## config.mk

```make
export PLATFORM = sky130hd
export DESIGN_NAME = instr_fetch
export DESIGN_NICKNAME = d
export VERILOG_FILES = /design/src/rtl/instr_fetch.sv
export SDC_FILE = /design/constraint.sdc
export NUM_CORES = 1
export LEC_CHECK = 0
export ABC_AREA = 0
export CAP_MARGIN = 20
export CORE_AREA = 2 2 233 235
export CTS_CLUSTER_SIZE = 16
export DETAILED_ROUTE_END_ITERATION = 10
export DIE_AREA = 0 0 235 237
export PLACE_DENSITY = 0.75
export REMOVE_ABC_BUFFERS = 1
export SYNTH_ARGS = -nofsm -noshare
export SYNTH_HDL_FRONTEND = slang
export SYNTH_SLANG_ARGS = --single-unit
```

## constraint.sdc

```tcl
create_clock -name clk -period 4.3 [get_ports clk]
set_input_delay 0.86 -clock clk [delete_from_list [all_inputs] [get_ports clk]]
set_output_delay 0.86 -clock clk [all_outputs]
set_load 0.1 [all_outputs]
```

## src/rtl/instr_fetch.sv

```systemverilog
// Instruction fetch unit: small writable program memory plus a PC that holds each
// word on `instr` for the number of cycles its class needs downstream.
module instr_fetch #(
  parameter int INSTR_WIDTH  = 20,
  parameter int ADDR_BITS    = 5,
  parameter int STD_CYCLES   = 3,
  parameter int LOAD_CYCLES  = 4,
  parameter int STORE_CYCLES = 3
) (
  input  logic                   clk,
  input  logic                   rst,
  input  logic                   start,
  input  logic                   prog_we,
  input  logic [ADDR_BITS-1:0]   prog_addr,
  input  logic [INSTR_WIDTH-1:0] prog_data,
  output logic [INSTR_WIDTH-1:0] instr,
  output logic [ADDR_BITS-1:0]   pc,
  output logic                   busy,
  output logic                   halted
);

  // state  | meaning
  // IDLE   | instr = 0, memory writable, waiting for start
  // PRIME  | word 0 on instr, one extra cycle for downstream RESET->DECODE
  // HOLD   | word held while the counter runs down to 0
  // HALTED | class-00 word reached, instr = 0, left only through reset
  localparam logic [1:0] S_IDLE   = 2'd0;
  localparam logic [1:0] S_PRIME  = 2'd1;
  localparam logic [1:0] S_HOLD   = 2'd2;
  localparam logic [1:0] S_HALTED = 2'd3;

  localparam int DEPTH  = 1 << ADDR_BITS;
  localparam int MAX_LS = (LOAD_CYCLES > STORE_CYCLES) ? LOAD_CYCLES : STORE_CYCLES;
  localparam int MAX_N  = (STD_CYCLES > MAX_LS) ? STD_CYCLES : MAX_LS;
  localparam int CNT_W  = (MAX_N > 1) ? $clog2(MAX_N) : 1;

  logic [INSTR_WIDTH-1:0] mem_q [DEPTH];

  logic [1:0]             state_q, state_d;
  logic [ADDR_BITS-1:0]   pc_q, pc_d;
  logic [INSTR_WIDTH-1:0] instr_q, instr_d;
  logic [CNT_W-1:0]       cnt_q, cnt_d;

  logic                   mem_we;
  logic [INSTR_WIDTH-1:0] fetch_word;
  logic [ADDR_BITS-1:0]   pc_inc;

  function automatic logic [CNT_W-1:0] hold_init(input logic [1:0] cls);
    case (cls)
      2'b01:   return CNT_W'(STD_CYCLES - 1);
      2'b10:   return CNT_W'(LOAD_CYCLES - 1);
      default: return CNT_W'(STORE_CYCLES - 1);
    endcase
  endfunction

  assign pc_inc = pc_q + ADDR_BITS'(1);

  always_comb begin
    state_d    = state_q;
    pc_d       = pc_q;
    instr_d    = instr_q;
    cnt_d      = cnt_q;
    mem_we     = 1'b0;
    fetch_word = '0;

    case (state_q)
      S_IDLE: begin
        mem_we = prog_we;
        if (start) begin
          // a same-cycle write to address 0 must be visible to this fetch
          fetch_word = (prog_we && (prog_addr == '0)) ? prog_data : mem_q[0];
          pc_d       = '0;
          if (fetch_word[INSTR_WIDTH-1 -: 2] == 2'b00) begin
            state_d = S_HALTED;
            instr_d = '0;
          end else begin
            state_d = S_PRIME;
            instr_d = fetch_word;
          end
        end
      end

      S_PRIME: begin
        state_d = S_HOLD;
        cnt_d   = hold_init(instr_q[INSTR_WIDTH-1 -: 2]);
      end

      S_HOLD: begin
        if (cnt_q == '0) begin
          fetch_word = mem_q[pc_inc];
          pc_d       = pc_inc;
          if (fetch_word[INSTR_WIDTH-1 -: 2] == 2'b00) begin
            state_d = S_HALTED;
            instr_d = '0;
            cnt_d   = '0;
          end else begin
            instr_d = fetch_word;
            cnt_d   = hold_init(fetch_word[INSTR_WIDTH-1 -: 2]);
          end
        end else begin
          cnt_d = cnt_q - CNT_W'(1);
        end
      end

      S_HALTED: begin
        instr_d = '0;
      end

      default: begin
        state_d = S_IDLE;
        pc_d    = '0;
        instr_d = '0;
        cnt_d   = '0;
      end
    endcase
  end

  always_ff @(posedge clk or negedge rst) begin
    if (!rst) begin
      state_q <= S_IDLE;
      pc_q    <= '0;
      instr_q <= '0;
      cnt_q   <= '0;
    end else begin
      state_q <= state_d;
      pc_q    <= pc_d;
      instr_q <= instr_d;
      cnt_q   <= cnt_d;
    end
  end

  // program memory survives reset
  always_ff @(posedge clk) begin
    if (mem_we) begin
      mem_q[prog_addr] <= prog_data;
    end
  end

  assign instr  = instr_q;
  assign pc     = pc_q;
  assign busy   = (state_q == S_PRIME) || (state_q == S_HOLD);
  assign halted = (state_q == S_HALTED);

endmodule

```

## Yosys cells after proc, flatten, opt, wreduce, memory -nomap -nowiden

Memory sizes are Yosys's and may differ from the RTL's.
Cells that the tools add are included.
Widths: inputs -> output; s select.

- Add/sub/neg operators: 2
- Equal/unequal tests: 8
- Mux-type cells: 22
- Reduce and logical (&&, ||, !) cells: 14

Operators with widths:

| operator | count |
|---|---|
| $mux 20 | 5 |
| $pmux 20 s3 | 1 |
| $mux 2 | 6 |
| $mux 5 | 2 |
| $pmux 5 s2 | 1 |
| $eq 2x2->1 const B | 4 |
| $logic_not 2->1 | 4 |
| $ne 2x2->1 const B | 3 |
| $pmux 2 s3 | 1 |
| $reduce_and 3->1 | 2 |
| $reduce_bool 3->1 | 2 |
| $add 5x1->5 const B | 1 |
| $logic_not 5->1 | 1 |
| $mux 1 | 5 |
| $pmux 2 s2 | 1 |
| $reduce_and 4->1 | 1 |
| $reduce_bool 2->1 | 2 |
| $eq 2x1->1 const B | 1 |
| $sub 2x1->2 const B | 1 |
| $logic_and 1x1->1 | 1 |
| $logic_or 1x1->1 | 1 |

- Bits in registers: 29
- Memory bits (writable): 640
- Output and inout bits: 27
- Memories: 1

Memories:

| memory | depth | width | rd ports | clocked after Yosys merged registers in | write ports | RTL line | RTL |
|---|---|---|---|---|---|---|---|
| mem_q | 32 | 20 | 2 | 0 | 1 | 37 | `logic [INSTR_WIDTH-1:0] mem_q [DEPTH];` |

## Depth between registers and ports, before layout

Gate-level depths: netlist (run 1).

- Depth after elaboration: 7
- Depth in mapped cells: 11
- Mapped depth without buffers: 8

## Worst setup path before layout (run 1)

OpenSTA, ideal clock, no wires.

- Kind: reg-to-reg
- Start: register pc_q[1] (netlist: pc[1])
- End: register instr_q[0] (netlist: instr[0])
- Data arrival time: 3.212 ns
- Required time: 4.214 ns
- Setup slack: 1.002 ns
- Stages on the path, launching flop included: 12
- Buffers on the path: 4
- Period minus slack after synthesis: 3.298 ns
- Path through: dfrtp_1 > ha_1 > buf_2 > buf_4 > mux4_1 > nor2_1 > mux2_2 > a22o_1 > or4_1 > buf_6 > buf_6 > o221ai_2

- Cells in the longest elaborated chain, start to end: 6

Ends and longest elaborated chain:

| what | RTL line | RTL |
|---|---|---|
| start: declaration | 40 | `logic [ADDR_BITS-1:0] pc_q, pc_d;` |
| start signal: assignment | 126 | `pc_q <= pc_d;` |
| $add 5x1->5 (*) | 56 | `assign pc_inc = pc_q + ADDR_BITS'(1);` |
| $mem_v2 32x20 (*) | n/a |  |
| $logic_not 2->1 | 92 | `if (fetch_word[INSTR_WIDTH-1 -: 2] == 2'b00) begin` |
| $mux 20 (*) | 92 |  |
| $mux 20 (*) | 89 | `if (cnt_q == '0) begin` |
| $pmux 20 s3 (*) | 66 | `case (state_q)` |
| end signal: assignment | 127 | `instr_q <= instr_d;` |
| end: declaration | 41 | `logic [INSTR_WIDTH-1:0] instr_q, instr_d;` |

Every way passes the cells marked *; elsewhere a longest branch is shown, timed or not. The select of a mux whose other input is x is not followed.
A chain may end at the register's enable or synchronous reset.

## Worst setup path after layout (run 1)

- Start: register state_q[0]
- End: output busy

- Cells in the longest elaborated chain, start to end: 2

Ends and longest elaborated chain:

| what | RTL line | RTL |
|---|---|---|
| start: declaration | 39 | `logic [1:0] state_q, state_d;` |
| start signal: assignment | 125 | `state_q <= state_d;` |
| $eq 2x1->1 or $eq 2x2->1 (tied branches) | 141 | `assign busy = (state_q == S_PRIME) \|\| (state_q == S_HOLD);` |
| $logic_or 1x1->1 (*) | 141 |  |
| end: declaration | 18 | `output logic busy,` |

Every way passes the cells marked *; elsewhere a longest branch is shown, timed or not.

==> results of run 1 <==
## state kept, by name, indices dropped and copies added (netlist names)
| name | flops |
|---|---|
| cnt_q | 2 |
| instr | 20 |
| pc | 5 |
| state_q | 2 |
| mem_q | 640 |
## cell usage after synthesis (4+ instances only)
cell      number  area [sq um]
o221ai_2      10         150.1
buf_2         28         140.1
dfrtp_1       29         725.7
mux2_2        10         112.6
buf_4          4         30.03
mux4_2       167          3761
nand2_1       76         285.3
o21ai_0       29         145.1
mux4_1        10         262.8
mux2i_1       37         370.4
ha_1           6         75.07
buf_1          4         15.01
a22oi_1        4         30.03
edfxtp_1     640         19220
o221ai_1      10         87.58
a32oi_1       16         140.1
nor2b_1        5         31.28
nor2_1        47         176.4
clkbuf_1      23         86.33
nand3_1        8         40.04
a21oi_1       10         50.05
inv_1          6         22.52
## worst max-delay path: cells and delay by family (launching register included)
kind       cells  cell delay [ps]
buf+inv        2             1280
flops          1              410
fa+ha+maj      1              430
## power groups by stage
stage               clock network [uW]  logic [uW]  registers (uW)
floorplan                            0        7.88            7270
global placement                     0         127            7280
detailed placement                   0         138            7280
CTS                               5500         137            7140
global route                      5750         197            7130
finish                            5420         184            7130
## final timing paths
path                            end  slack, ps  cells after the start  startpoint
setup / recovery               busy        700                      3  state_q[0]
hold / removal             instr[0]        330                      1         rst
setup reg to reg           instr[9]        900                      8       pc[0]
hold reg to reg            instr[0]        540                      2    instr[0]
max in group asynchronous     pc[0]       3380                      1         rst
min in group clk           instr[0]        540                      2    instr[0]
## through the flow
step	power, uW	hold slack, ps	instance area [sq um]
final	12740	328.4	30430
after global routing	13080	361.3	30430
after CTS	12770	321.0	30020
after detailed placement	7415	541.1	28000
after global placement	7403	526.7	28000
after floorplan	7281	519.6	26010
## cell families (layout without fill, tap and decap cells)
kind of cell	count (synthesis)	count (layout)	synth area share
flip-flops	669	669	0.7571
multiplexers	224	224	0.1711
XOR/XNOR	6	6	0.001995
adder cells (fa/ha/maj)	6	6	0.002850
AND/OR/NAND/NOR	156	156	0.02560
AO/OA/AOI/OAI	96	96	0.02793
buffers and inverters	70	246	0.01339
## cell usage in the layout, fill, tap and decap left out, drive strengths merged, types with 3 or more instances in the layout
| master | Yosys | routed |
|---|---|---|
| xnor2 | 3 | 3 |
| clkbuf | 24 | 72 |
| nor3 | 3 | 3 |
| ha | 6 | 6 |
| clkinv | 0 | 33 |
| nand2 | 76 | 76 |
| a22oi | 4 | 4 |
| nand3 | 9 | 9 |
| or3b | 3 | 3 |
| xor2 | 3 | 3 |
| nor2b | 5 | 5 |
| dfrtp | 29 | 29 |
| bufinv | 0 | 8 |
| a32oi | 16 | 16 |
| mux2i | 37 | 37 |
| o41ai | 3 | 3 |
| mux2 | 10 | 10 |
| nor2 | 47 | 47 |
| or3 | 3 | 3 |
| edfxtp | 640 | 640 |
| o221ai | 20 | 20 |
| a31oi | 3 | 3 |
| inv | 6 | 8 |
| mux4 | 177 | 177 |
| o21ai | 30 | 30 |
| clkdlybuf4s50 | 0 | 53 |
| a21oi | 10 | 10 |
| nand3b | 3 | 3 |
| buf | 40 | 70 |
## area by class of cell
cell class / instances / area share
Inverter: 6 / 0.0007401
Sequential cell: 669 / 0.6556
Clock buffer: 69 / 0.05148
Multi-Input combinational cell: 488 / 0.2027
Tap cell: 696 / 0.02862
Timing Repair Buffer: 126 / 0.04613
Clock inverter: 45 / 0.01476
## routing by layer
layer	track usage	vias up	part of all wire
li1	-	5416	-
met1	0.2789	6804	0.38
met2	0.3500	619	0.50
met3	0.04605	124	0.091
met4	0.07346	2	0.031
met5	0	-	0.00014
==> flow_summary.yaml, run 1 <==
timing:
  tns_ps: 0
  worst_pin_slew_ps: 993.4
  maxSlewViolCount: 0
  fin_crit_ps: 3597
  hold_violations: 0
  clock_skew_ps: 11.08
  period_share: 0.8366
  setup_viol: 0
  fmax_mhz: 278.0
  setup_slack_ps: 702.7
  rsz0062_at_grt: "no"
  slew_headroom: 0.3357
flow_run:
  cap_violations: 0
placed_design:
  gp_congestion: 0.8198
  portBuffers: 55
  dp.cells: 1967
  post-place-ws_ps: 788.9
  post-dp-hpwl_mm: 32.13
route:
  drc_errors: 0
  wl_per_cell_um: 27.89
  detail_route.vias_per_cell: 6.177
  final_antenna_net_count: 0
  num_vias: 12970
  drtIter0Drc: 1683
  drt_pre_antenna_iters: 5
  finalWirelength_mm: 58.54
floorplanning:
  placement_rows: 85
  dieArea_sq_um: 55700
  initial_utilization: 0.4944
  io_pins: 56
  fp.dieW_um: 235
  die_y_um: 237
  coreArea_sq_um: 53280
yosys:
  synth_edf_count: 640
  syn_area_sq_um: 26340
  synth_flop_cell: "edfxtp_1"
  synth-seq-cells: 669
  synth_area_per_cell_sq_um: 21.47
  synth-seq-area-share: 0.7571
  yosys_warnings: 0
  async_flop_share: 0.04335
  synth_cells: 1227
  synth.distinct_cells: 48
final_layout:
  multiInputGateArea_sq_um: 6168
  diodes: 0
  final_cells: 2099
  drive_gt1_frac: 0.2823
  fin_util: 0.5711
  seq_area_sq_um: 19950
  syn_to_final_growth_pct: 15.52
  nFillCells: 3701
  layout.nets: 1387
critical_path:
  crit_path_max_fanout: 7
  start_kind: "register"
  end_kind: "output port"
  cp.required_ps: 3440
  criticalPathCategory: "reg -> out"
  worstPathArrival_ps: 2740
  path_cells: "inv_1 -> ha_1 -> clkdlybuf4s50_1"
  max_stage_delay_ps: 1180
  crit_slowest_cell: "clkdlybuf4s50_1"
cts:
  tritoncts: "built"
  cts_buffer_depth: 3
  clk_latency_ps: 620
  path_clk_slew_ps: 70
  cts_sinks: 669
  cts_root_buf: "clkbuf_16"
  htreeDepth: 2
  cts_setup_buffers: 0
  cts_buffers: 61
  ctsResizeCount: 0
  holdBufCountCts: 0
worst_hold_path:
  hp-class: "in -> async"
power_and_ir_drop:
  switchingPower_uw: 2444
  p_int_uw: 10290
  p_clk_frac: 0.426
  power.density_nw_per_um2: 418.6
  power_frac_seq: 0.560
  p_leak_uw: 0.009501
  peakVddDrop_mv: 0.3623
  swShare: 0.1919
  combPwrFrac: 0.014
global_route:
  grt_usage: 0.2111
  grt-ovfl-total: 0
  grt_pass1_wl_mm: 85.83
  grt_max_degree: 69
  grt_pass1_vias: 13250
  antenna_found_initial: 2
outcome:
  status: "completed"
Note: power is estimated with default switching activity, not from simulation.
==> run 2: changes to the inputs <==
==> constraint.sdc (replaced) <==
create_clock -name clk -period 3.4 [get_ports clk]
set_input_delay 0.68 -clock clk [delete_from_list [all_inputs] [get_ports clk]]
set_output_delay 0.68 -clock clk [all_outputs]
set_load 0.1 [all_outputs]
==> flow_summary.yaml, run 2 (same netlist as run 1, synthesis figures left out) <==
cts:
  tritoncts: "built"
  cts_buffer_depth: 3
  clk_latency_ps: 590
  path_clk_slew_ps: 60
  ctsResizeCount: 0
  cts_setup_buffers: 0
  cts_sinks: 669
  cts_root_buf: "clkbuf_16"
  htreeDepth: 3
  cts_buffers: 67
  holdBufCountCts: 0
global_route:
  grt_pass1_vias: 13530
  grt-ovfl-total: 0
  gr-usage-met1: 0.2894
  busiest_layer: "met2"
  use_met2: 0.3643
  grt_pass1_wl_mm: 88.14
  antenna_found_initial: 0
  grt_util_met3: 0.03940
  grt_max_degree: 62
  grt_usage: 0.2161
timing:
  setup_viol: 0
  period_share: 0.8970
  slew_headroom: 0.2840
  whs_ps: 179.7
  hold_violations: 0
  maxSlewViolCount: 0
  rsz0062_at_grt: "no"
  tns_ps: 0
  clock_skew_ps: 31.03
  worst_pin_slew_ps: 1071
  fin_crit_ps: 3050
  fmax_mhz: 327.9
route:
  drt_pre_antenna_iters: 6
  drtIter0Drc: 1412
  wl_per_cell_um: 28.12
  drc_errors: 0
  final_antenna_net_count: 0
  detail_route.vias_per_cell: 6.234
  num_vias: 13190
  finalWirelength_mm: 59.48
critical_path:
  worstPathArrival_ps: 3500
  criticalPathCategory: "reg -> reg"
  end_kind: "register"
  crit_path_max_fanout: 49
  cp.required_ps: 3850
  start_kind: "register"
final_layout:
  layout.nets: 1403
  largest_register_ffs: 640
  regMostFlops: "mem_q"
  drive_gt1_frac: 0.3058
  syn_to_final_growth_pct: 14.96
  layout_common_cells: "640 x edfxtp_1, 167 x mux4_2, 98 x buf_4"
  fin_util: 0.5683
  final_cells: 2115
  final_common_cell: "edfxtp_1"
  diodes: 0
worst_hold_path:
  hp-class: "in -> async"
power_and_ir_drop:
  p_leak_uw: 0.009554
  power.density_nw_per_um2: 531.6
  peakVddDrop_mv: 0.3839
  power.total_uw: 16100
floorplanning:
  coreArea_sq_um: 53280
  die_y_um: 237
  placement_rows: 85
  fp.dieW_um: 235
  io_pins: 56
  dieArea_sq_um: 55700
  initial_utilization: 0.4944
placed_design:
  post-dp-hpwl_mm: 33.32
  dp.cells: 1991
  gp_congestion: 0.7993
  portBuffers: 55
outcome:
  status: "completed"
flow_run:
  cap_violations: 0
[run 2: changes by cell type in the layout (fill, tap and decap cells not counted), moves of 2 or more]
cell	before	now
clkbuf_1	7	20
clkinv_4	2	0
buf_12	4	6
clkinv_1	15	6
clkinv_2	14	18
clkinv_8	2	0
bufinv_16	8	1
buf_16	9	1
buf_8	6	0
clkdlybuf4s50_1	53	27
buf_4	50	98
clkbuf_16	64	74
[run 2: path summary, 6_finish.rpt]
| path | start | endpoint | slack, ps | cells after the start |
|---|---|---|---|---|
| worst min register to register | instr[14] | instr[14] | 560 | 2 |
| worst max register to register | pc[0] | instr[5] | 350 | 8 |
| min in group clk | instr[14] | instr[14] | 560 | 2 |
| max in group asynchronous | rst | pc[0] | 2630 | 1 |
| worst min-delay path | rst | instr[4] | 180 | 1 |
| worst max-delay path | pc[0] | instr[5] | 350 | 8 |
[run 2: power by group]
part           internal [uW]  switching [uW]  leakage (uW)
Combinational           60.7             148       0.00240
Clock                   3940            2930       0.00101
Sequential              9020               0       0.00614
Total                  13000            3070       0.00955
[run 2: area by class of cell]
type                            count  area (sq um)
Tap cell                          696         870.8
Fill cell                        3768         23000
Inverter                            6         22.52
Clock inverter                     27         158.9
Timing Repair Buffer              136          1234
Multi-Input combinational cell    488          6168
Clock buffer                       93          1879
Sequential cell                   669         19950
[run 2: critical path: stages, from the launching register on]
cell,delay [ps]
dfrtp_4,440
buf_12,380
buf_4,550
mux4_2,570
mux2_2,270
o21ai_0,170
a21oi_1,80
a211oi_1,290
o221ai_2,140
[run 2: through the flow]
step           cell area [sq um]  worst slack [ps]
6_report                   30280             350.2
4_1_cts                    30180             291.8
3_3_place_gp               28140             392.7
3_5_place_dp               28140             339.7
5_1_grt                    30280             164.5
2_1_floorplan              26010             -9161
[run 2: layer usage]
metal | wire length [um] | part of all wire | vias to the layer above
li1 | - | - | 5439
met1 | 23380 | 0.39 | 7055
met2 | 30280 | 0.51 | 608
met3 | 4560 | 0.077 | 83
met4 | 1258 | 0.021 | 0
met5 | 0 | 0 | -
